$ cat src/rtl/mem_port_arbiter_if.sv
// rtl/mem_port_arbiter_if.sv - requester and memory-port signal bundle for mem_port_arbiter
interface mem_port_arbiter_if #(
  parameter int ADDR_W = 5,
  parameter int DATA_W = 37
);
  logic              req0;
  logic              wr0;
  logic [ADDR_W-1:0] addr0;
  logic [DATA_W-1:0] wdata0;
  logic              gnt0;
  logic              rvalid0;

  logic              req1;
  logic              wr1;
  logic [ADDR_W-1:0] addr1;
  logic [DATA_W-1:0] wdata1;
  logic              gnt1;
  logic              rvalid1;

  logic [DATA_W-1:0] rdata;

  logic              mem_enable;
  logic              mem_wr_en;
  logic [ADDR_W-1:0] mem_addr;
  logic [DATA_W-1:0] mem_write_data;
  logic [DATA_W-1:0] mem_read_data;

  modport slave (
    input  req0, wr0, addr0, wdata0,
    input  req1, wr1, addr1, wdata1,
    input  mem_read_data,
    output gnt0, rvalid0, gnt1, rvalid1, rdata,
    output mem_enable, mem_wr_en, mem_addr, mem_write_data
  );

  modport master (
    output req0, wr0, addr0, wdata0,
    output req1, wr1, addr1, wdata1,
    output mem_read_data,
    input  gnt0, rvalid0, gnt1, rvalid1, rdata,
    input  mem_enable, mem_wr_en, mem_addr, mem_write_data
  );
endinterface

$ cat src/rtl/mem_port_arbiter.sv
// rtl/mem_port_arbiter.sv - two-requester arbiter for a single-port table SRAM
// Requester 0 has priority; requester 1 is promoted after MAX_WAIT consecutive lost cycles.
module mem_port_arbiter #(
  parameter int ADDR_W     = 5,
  parameter int DATA_W     = 37,
  parameter int RD_LATENCY = 1,
  parameter int MAX_WAIT   = 4
) (
  input  logic                clk,
  input  logic                rst_n,
  mem_port_arbiter_if.slave   bus
);

  localparam int WAIT_W = (MAX_WAIT < 1) ? 1 : $clog2(MAX_WAIT + 1);
  localparam int TAG_D  = RD_LATENCY + 1;

  logic [WAIT_W-1:0] r_wait_cnt;
  logic              w_override;
  logic              w_gnt0;
  logic              w_gnt1;
  logic              w_grant;
  logic              w_sel_wr;
  logic [ADDR_W-1:0] w_sel_addr;
  logic [DATA_W-1:0] w_sel_wdata;

  logic              r_mem_enable;
  logic              r_mem_wr_en;
  logic [ADDR_W-1:0] r_mem_addr;
  logic [DATA_W-1:0] r_mem_write_data;

  // Index 0 is the newest tag; the oldest stage lines up with mem_read_data.
  logic [TAG_D-1:0]  r_tag_vld;
  logic [TAG_D-1:0]  r_tag_id;

  assign w_override = (MAX_WAIT > 0) && (r_wait_cnt == WAIT_W'(MAX_WAIT));

  // Grants are masked during reset so every output reads zero while rst_n is low.
  assign w_gnt0 = rst_n & bus.req0 & ~(bus.req1 & w_override);
  assign w_gnt1 = rst_n & bus.req1 & (~bus.req0 | w_override);

  always_comb begin
    w_grant     = w_gnt0 | w_gnt1;
    w_sel_wr    = bus.wr0;
    w_sel_addr  = bus.addr0;
    w_sel_wdata = bus.wdata0;
    if (w_gnt1) begin
      w_sel_wr    = bus.wr1;
      w_sel_addr  = bus.addr1;
      w_sel_wdata = bus.wdata1;
    end
  end

  always_ff @(posedge clk or negedge rst_n) begin
    if (!rst_n) begin
      r_wait_cnt <= '0;
    end else if (!bus.req1 || w_gnt1) begin
      r_wait_cnt <= '0;
    end else if (r_wait_cnt != WAIT_W'(MAX_WAIT)) begin
      r_wait_cnt <= r_wait_cnt + WAIT_W'(1);
    end
  end

  always_ff @(posedge clk or negedge rst_n) begin
    if (!rst_n) begin
      r_mem_enable     <= 1'b0;
      r_mem_wr_en      <= 1'b0;
      r_mem_addr       <= '0;
      r_mem_write_data <= '0;
    end else begin
      r_mem_enable <= w_grant;
      r_mem_wr_en  <= w_grant & w_sel_wr;
      if (w_grant) begin
        r_mem_addr       <= w_sel_addr;
        r_mem_write_data <= w_sel_wdata;
      end
    end
  end

  always_ff @(posedge clk or negedge rst_n) begin
    if (!rst_n) begin
      r_tag_vld <= '0;
      r_tag_id  <= '0;
    end else begin
      r_tag_vld <= {r_tag_vld[TAG_D-2:0], w_grant & ~w_sel_wr};
      r_tag_id  <= {r_tag_id[TAG_D-2:0], w_gnt1};
    end
  end

  assign bus.gnt0           = w_gnt0;
  assign bus.gnt1           = w_gnt1;
  assign bus.rvalid0        = r_tag_vld[TAG_D-1] & ~r_tag_id[TAG_D-1];
  assign bus.rvalid1        = r_tag_vld[TAG_D-1] &  r_tag_id[TAG_D-1];
  assign bus.rdata          = bus.mem_read_data;
  assign bus.mem_enable     = r_mem_enable;
  assign bus.mem_wr_en      = r_mem_wr_en;
  assign bus.mem_addr       = r_mem_addr;
  assign bus.mem_write_data = r_mem_write_data;

endmodule

$ cat src/flat_wrapper.sv
// flat-port wrapper written by rule: the top's interface ports become plain ports
module mem_port_arbiter_flat 
#(
  parameter int ADDR_W     = 5,
  parameter int DATA_W     = 37,
  parameter int RD_LATENCY = 1,
  parameter int MAX_WAIT   = 4
)
  (clk, rst_n, bus_req0, bus_wr0, bus_addr0, bus_wdata0, bus_req1, bus_wr1, bus_addr1, bus_wdata1, bus_mem_read_data, bus_gnt0, bus_rvalid0, bus_gnt1, bus_rvalid1, bus_rdata, bus_mem_enable, bus_mem_wr_en, bus_mem_addr, bus_mem_write_data);
  mem_port_arbiter_if #(.ADDR_W(ADDR_W), .DATA_W(DATA_W)) bus_i ();
  input  logic clk;
  input  logic rst_n;
  input wire logic [$bits(bus_i.req0)-1:0] bus_req0;
  input wire logic [$bits(bus_i.wr0)-1:0] bus_wr0;
  input wire logic [$bits(bus_i.addr0)-1:0] bus_addr0;
  input wire logic [$bits(bus_i.wdata0)-1:0] bus_wdata0;
  input wire logic [$bits(bus_i.req1)-1:0] bus_req1;
  input wire logic [$bits(bus_i.wr1)-1:0] bus_wr1;
  input wire logic [$bits(bus_i.addr1)-1:0] bus_addr1;
  input wire logic [$bits(bus_i.wdata1)-1:0] bus_wdata1;
  input wire logic [$bits(bus_i.mem_read_data)-1:0] bus_mem_read_data;
  output wire logic [$bits(bus_i.gnt0)-1:0] bus_gnt0;
  output wire logic [$bits(bus_i.rvalid0)-1:0] bus_rvalid0;
  output wire logic [$bits(bus_i.gnt1)-1:0] bus_gnt1;
  output wire logic [$bits(bus_i.rvalid1)-1:0] bus_rvalid1;
  output wire logic [$bits(bus_i.rdata)-1:0] bus_rdata;
  output wire logic [$bits(bus_i.mem_enable)-1:0] bus_mem_enable;
  output wire logic [$bits(bus_i.mem_wr_en)-1:0] bus_mem_wr_en;
  output wire logic [$bits(bus_i.mem_addr)-1:0] bus_mem_addr;
  output wire logic [$bits(bus_i.mem_write_data)-1:0] bus_mem_write_data;
  assign bus_i.req0 = bus_req0;
  assign bus_i.wr0 = bus_wr0;
  assign bus_i.addr0 = bus_addr0;
  assign bus_i.wdata0 = bus_wdata0;
  assign bus_i.req1 = bus_req1;
  assign bus_i.wr1 = bus_wr1;
  assign bus_i.addr1 = bus_addr1;
  assign bus_i.wdata1 = bus_wdata1;
  assign bus_i.mem_read_data = bus_mem_read_data;
  assign bus_gnt0 = bus_i.gnt0;
  assign bus_rvalid0 = bus_i.rvalid0;
  assign bus_gnt1 = bus_i.gnt1;
  assign bus_rvalid1 = bus_i.rvalid1;
  assign bus_rdata = bus_i.rdata;
  assign bus_mem_enable = bus_i.mem_enable;
  assign bus_mem_wr_en = bus_i.mem_wr_en;
  assign bus_mem_addr = bus_i.mem_addr;
  assign bus_mem_write_data = bus_i.mem_write_data;
  mem_port_arbiter #(.ADDR_W(ADDR_W), .DATA_W(DATA_W), .RD_LATENCY(RD_LATENCY), .MAX_WAIT(MAX_WAIT)) u_core (.clk(clk), .rst_n(rst_n), .bus(bus_i));
endmodule
$ cat config.mk
export PLATFORM = sky130hd
export DESIGN_NAME = mem_port_arbiter_flat
export DESIGN_NICKNAME = d
export VERILOG_FILES = /design/src/rtl/mem_port_arbiter_if.sv /design/src/rtl/mem_port_arbiter.sv /design/src/flat_wrapper.sv
export SDC_FILE = /design/constraint.sdc
export NUM_CORES = 1
export LEC_CHECK = 0
export BUFFER_PORTS_ARGS = -buffer_cell sky130_fd_sc_hd__buf_2
export CORE_MARGIN = 8
export CORE_UTILIZATION = 25
export DETAILED_ROUTE_END_ITERATION = 12
export HOLD_SLACK_MARGIN = 0.02
export PLACE_DENSITY = 0.57
export SLEW_MARGIN = 20
export SYNTH_ARGS = -nofsm -noshare
export SYNTH_HDL_FRONTEND = slang
export SYNTH_SLANG_ARGS = --single-unit
$ cat constraint.sdc
create_clock -name clk -period 1.9 [get_ports clk]
set_input_delay 0.38 -clock clk [delete_from_list [all_inputs] [get_ports clk]]
set_output_delay 0.38 -clock clk [all_outputs]
set_load 0.01 [all_outputs]
# == Word level (Yosys, flattened, before mapping) ==
# Index checks and enable logic that the tools add are counted.
# W data, S select, Z words.
# op_classes
mux,5
reduce_logical,3
n_bitwise,15
add_sub_neg,1
eq_ne,2
# ops
cell,n
$mux W37,1
$and A1 B1 Y1,9
$mux W3,2
$mux W5,1
$not A1 Y1,4
$add A3 B1 Y3 const B,1
$eq A3 B3 Y1 const B,1
$ne A3 B3 Y1 const B,1
$or A1 B1 Y1,2
$reduce_bool A2 Y1,1
$logic_not A1 Y1,1
$logic_or A1 B1 Y1,1
$mux W1,1
# totals
input_bits,127
output_inout_bits,85
word_cells,33
regBits,51

# == Longest topological paths before layout ==
# logic_depth
depth_word,6
mapped_depth,7
ltp_nobuf,5

# == Least setup slack after synthesis ==
# OpenSTA, ideal clock, no wires.
# synth_timing
path_type,reg-to-reg
start,reg u_core.r_wait_cnt[0]
end,reg u_core.r_mem_addr[0] (netlist: u_core.bus.mem_addr[0])
arrival_time_ns,1.298
stages_incl_launch_ff,8
path_slack_ns,0.476
t_required_ns,1.774
period_less_slack_ns,1.424
setup_time_ns,0.126
path_buffers,2
cell_sequence,dfrtp_1 inv_1 ha_1 a21bo_1 buf_6 buf_6 a31oi_1 a21oi_1
# synth_via
elab_chain_cells,5
# synth_rtl
item,line,text
start: declaration,mem_port_arbiter.sv:17,logic [WAIT_W-1:0] r_wait_cnt;
start signal: assignment,mem_port_arbiter.sv:59,r_wait_cnt <= r_wait_cnt + WAIT_W'(1);
$eq A3 B3 Y1 *,mem_port_arbiter.sv:35,assign w_override = (MAX_WAIT > 0) && (r_wait_cnt == WAIT_W'(MAX_WAIT));
$and A1 B1 Y1,mem_port_arbiter.sv:38,assign w_gnt0 = rst_n & bus.req0 & ~(bus.req1 & w_override);
$not A1 Y1,mem_port_arbiter.sv:38,
$and A1 B1 Y1,mem_port_arbiter.sv:38,
$or A1 B1 Y1,mem_port_arbiter.sv:42,w_grant = w_gnt0 | w_gnt1;
end signal: assignment,mem_port_arbiter.sv:73,r_mem_addr <= w_sel_addr;
end: declaration,mem_port_arbiter.sv:28,logic [ADDR_W-1:0] r_mem_addr;
# Mark *: on every way between the ends. The rest lies on a longest branch, timed or not.
# A chain may end at the register's enable or synchronous reset.

# == Worst setup path in the final report ==
# layout_timing
start,reg u_core.r_wait_cnt[0]
end,out bus_gnt1
# layout_via
elab_chain_cells,3
# layout_rtl
item,line,text
$eq A3 B3 Y1,mem_port_arbiter.sv:35,
$or A1 B1 Y1,mem_port_arbiter.sv:39,assign w_gnt1 = rst_n & bus.req1 & (~bus.req0 | w_override);
$and A1 B1 Y1,mem_port_arbiter.sv:39,
end: declaration,flat_wrapper.sv:24,output wire logic [$bits(bus_i.gnt1)-1:0] bus_gnt1;
# Every way passes these cells.

==> flow_summary.json <==
{
  "dr.pass1.iters": 4,
  "p_per_area_nw_per_um2": 823,
  "synth_warnings": 0,
  "slew_headroom_pct": 61.7,
  "cp-end-kind": "output pin",
  "clk_latency_ns": 0.30,
  "status": "finished, final reports clean",
  "yosys.cell_types.count": 25,
  "grt_pass1_wl_mm": 15.0,
  "die_y_um": 121,
  "ant_nets": 0,
  "rsz0062_at_grt": "no",
  "synth_top_cell_by_area": "dfrtp_1",
  "drive_above_1_share_pct": 39.4,
  "htreeDepth": 2,
  "yosysTopAreaCellShare_pct": 46.2,
  "synth_cells": 313,
  "period_needed_ns": 1.78,
  "leakage_nw": 1.59,
  "grt_pass1_vias": 2995,
  "p_switching_uw": 817,
  "drc": 0,
  "synth_nets": 442,
  "p_int_mw": 2.02,
  "synth_seq_cells": 51,
  "diodes": 0,
  "numClockSinks": 51,
  "clk_path_buf_depth": 2,
  "hold_class": "in -> async",
  "netlist_area_um2": 2760,
  "vias": 2698,
  "wl_per_cell_um": 17.1,
  "row_count": 38,
  "ios": 212,
  "max_cap_viol_count": 0,
  "path_class": "reg -> out",
  "postSynthAreaPerCell_um2": 8.82,
  "place_congestion": 0.747,
  "required_ns": 1.52,
  "cp.arrival_ns": 1.40,
  "antenna_found_initial": 0,
  "synth_area_leaders": "dfrtp_1 (46%), buf_4 (11%), a31oi_1 (9.7%), a21oi_1 (7.8%), o21ai_0 (6.7%)",
  "dp_hpwl_mm": 6.65,
  "finalCritPeriodShare_pct": 93.4,
  "die_area_um2": 14700,
  "start_util_pct": 25.6,
  "tns_ns": 0,
  "initialDrtViolationCount": 126,
  "crit_path_start_kind": "register",
  "tritoncts": "yes",
  "syn_to_final_growth_pct": 25.1,
  "layout_setup_ws_ns": 0.124,
  "die_w_um": 121,
  "tightest_slew_ns": 0.573,
  "netSwitchingFraction_pct": 28.8,
  "drv_slew": 0,
  "ys_seq_area_share_pct": 46.2,
  "root_buffer": "clkbuf_8",
  "postCtsSetupBuffers": 0,
  "finalWirelength_mm": 9.32,
  "final_nets": 534,
  "fmax_mhz": 563,
  "combPwrFrac_pct": 23.5,
  "grtUsageTotal_pct": 12.5,
  "max-vdd-ir-drop_mv": 0.305,
  "io_buffers": 137,
  "grt_overflow": 0,
  "p_seq_share_pct": 45.2,
  "post-place-ws_ns": 0.258,
  "hold_viol": 0,
  "cts_inserted_buffers": 5,
  "crit_fanout": 5,
  "clock_skew_ns": 0.00944,
  "viasPerCell": 4.94,
  "grt_max_degree": 44,
  "clk_pin_slew_ns": 0.10,
  "p_clk_share_pct": 31.3,
  "setup_viol_count_final": 0,
  "coreArea_um2": 10800
}
## cells in the final DEF (no fill, tap or decap), drive strengths merged
| master | n |
|---|---|
| buf | 147 |
| dfrtp | 51 |
| o21ai | 45 |
| nor2 | 44 |
| a31oi | 43 |
| a21oi | 43 |
| clkbuf | 6 |
| nand2 | 4 |
| nand3 | 3 |
| inv | 3 |
| a21boi | 3 |
| or3 | 2 |
| bufinv | 2 |
| and2 | 2 |
| ha | 2 |
| a21bo | 1 |
| and3 | 1 |
| nor2b | 1 |
| nand2b | 1 |
| nor3 | 1 |
| dlygate4sd3 | 1 |
## metal layers
metal	track usage [%]	share of wire, %	wire, um	up-vias
met3	3.54	7.6	704	13
met5	0	0	0	-
met4	3.28	0.79	74	0
li1	-	-	-	1251
met1	13.9	39	3630	1343
met2	22.8	53	4910	91
## worst max-delay path, stage by stage (launching register included)
cell	delay, ns
dfrtp_1	0.39
inv_1	0.13
ha_4	0.19
a21boi_4	0.06
nor2_2	0.14
buf_2	0.16
## cell type report
class	count	area (um2)
Clock buffer	6	72.6
Sequential cell	51	1280
Clock inverter	2	60.1
Inverter	3	11.3
Tap cell	140	175
Timing Repair Buffer	148	808
Multi-Input combinational cell	196	1050
Fill cell	1174	7340
## power by group through the flow
stage | registers [mW] | logic (mW) | clock network (mW)
finish | 1.28 | 0.668 | 0.891
global route | 1.30 | 0.747 | 0.982
CTS | 1.28 | 0.677 | 0.936
detailed placement | 1.31 | 0.673 | 0
global placement | 1.30 | 0.662 | 0
floorplan | 1.36 | 0.357 | 0
## final timing paths
kind                                       from                             to  slack [ns]  cells past startpoint
setup / recovery           u_core.r_wait_cnt[0]                       bus_gnt1        0.12                      5
hold / removal                            rst_n           u_core.r_wait_cnt[0]        0.19                      2
setup reg to reg           u_core.r_wait_cnt[0]            u_core.r_tag_vld[0]        0.37                      6
hold reg to reg             u_core.r_tag_vld[0]            u_core.r_tag_vld[1]        0.38                      0
max in group asynchronous                 rst_n  u_core.bus.mem_write_data[13]        1.21                      2
min in group clk                  bus_wdata0[3]   u_core.bus.mem_write_data[3]        0.32                      3
## cells in the mapped netlist (all sizes together)
library cell / count
nor2: 44
a21boi: 3
buf: 59
ha: 2
nand2: 4
and3: 1
a21oi: 43
nor2b: 1
or3: 2
nand2b: 1
dfrtp: 51
clkbuf: 4
nor3: 1
and2: 2
inv: 3
nand3: 3
a31oi: 43
a21bo: 1
o21ai: 45
## kinds of logic (layout without fill, tap and decap cells)
kind of cell,Yosys count,after routing,synth area share [%]
compound gates,135,135,27.4
flops,51,51,46.2
fa+ha+maj,2,2,0.906
simple gates,59,59,8.84
buf+inv,66,159,16.6
## state kept, by name, summed over array words and instances (netlist names)
name / count
u_core.bus.mem_write_data: 37
u_core.r_tag_id: 2
u_core.r_wait_cnt: 3
u_core.r_tag_vld: 2
u_core.bus.mem_addr: 5
u_core.bus.mem_enable: 1
u_core.bus.mem_wr_en: 1
## stage by stage
step	cells	total power, mW	cell area [um2]	hold WS, ns	utilization [%]
finish	546	2.84	3450	0.193	32.0
global route	546	3.03	3450	0.203	32.0
detailed placement	537	1.98	3300	0.236	30.5
global placement	537	1.97	3300	0.240	30.5
floorplan	313	1.72	2760	0.0844	-
CTS	546	2.90	3440	0.194	31.9
## timing repair
action                                  in CTS  in global routing
endpoints found under the setup margin       1                  1
gates cloned                                 0                  0
gates resized for setup                      2                  1
endpoints found under the hold margin        2                  0
hold buffers                                 1                  0
No activity file was read; power rests on OpenSTA's default activity.
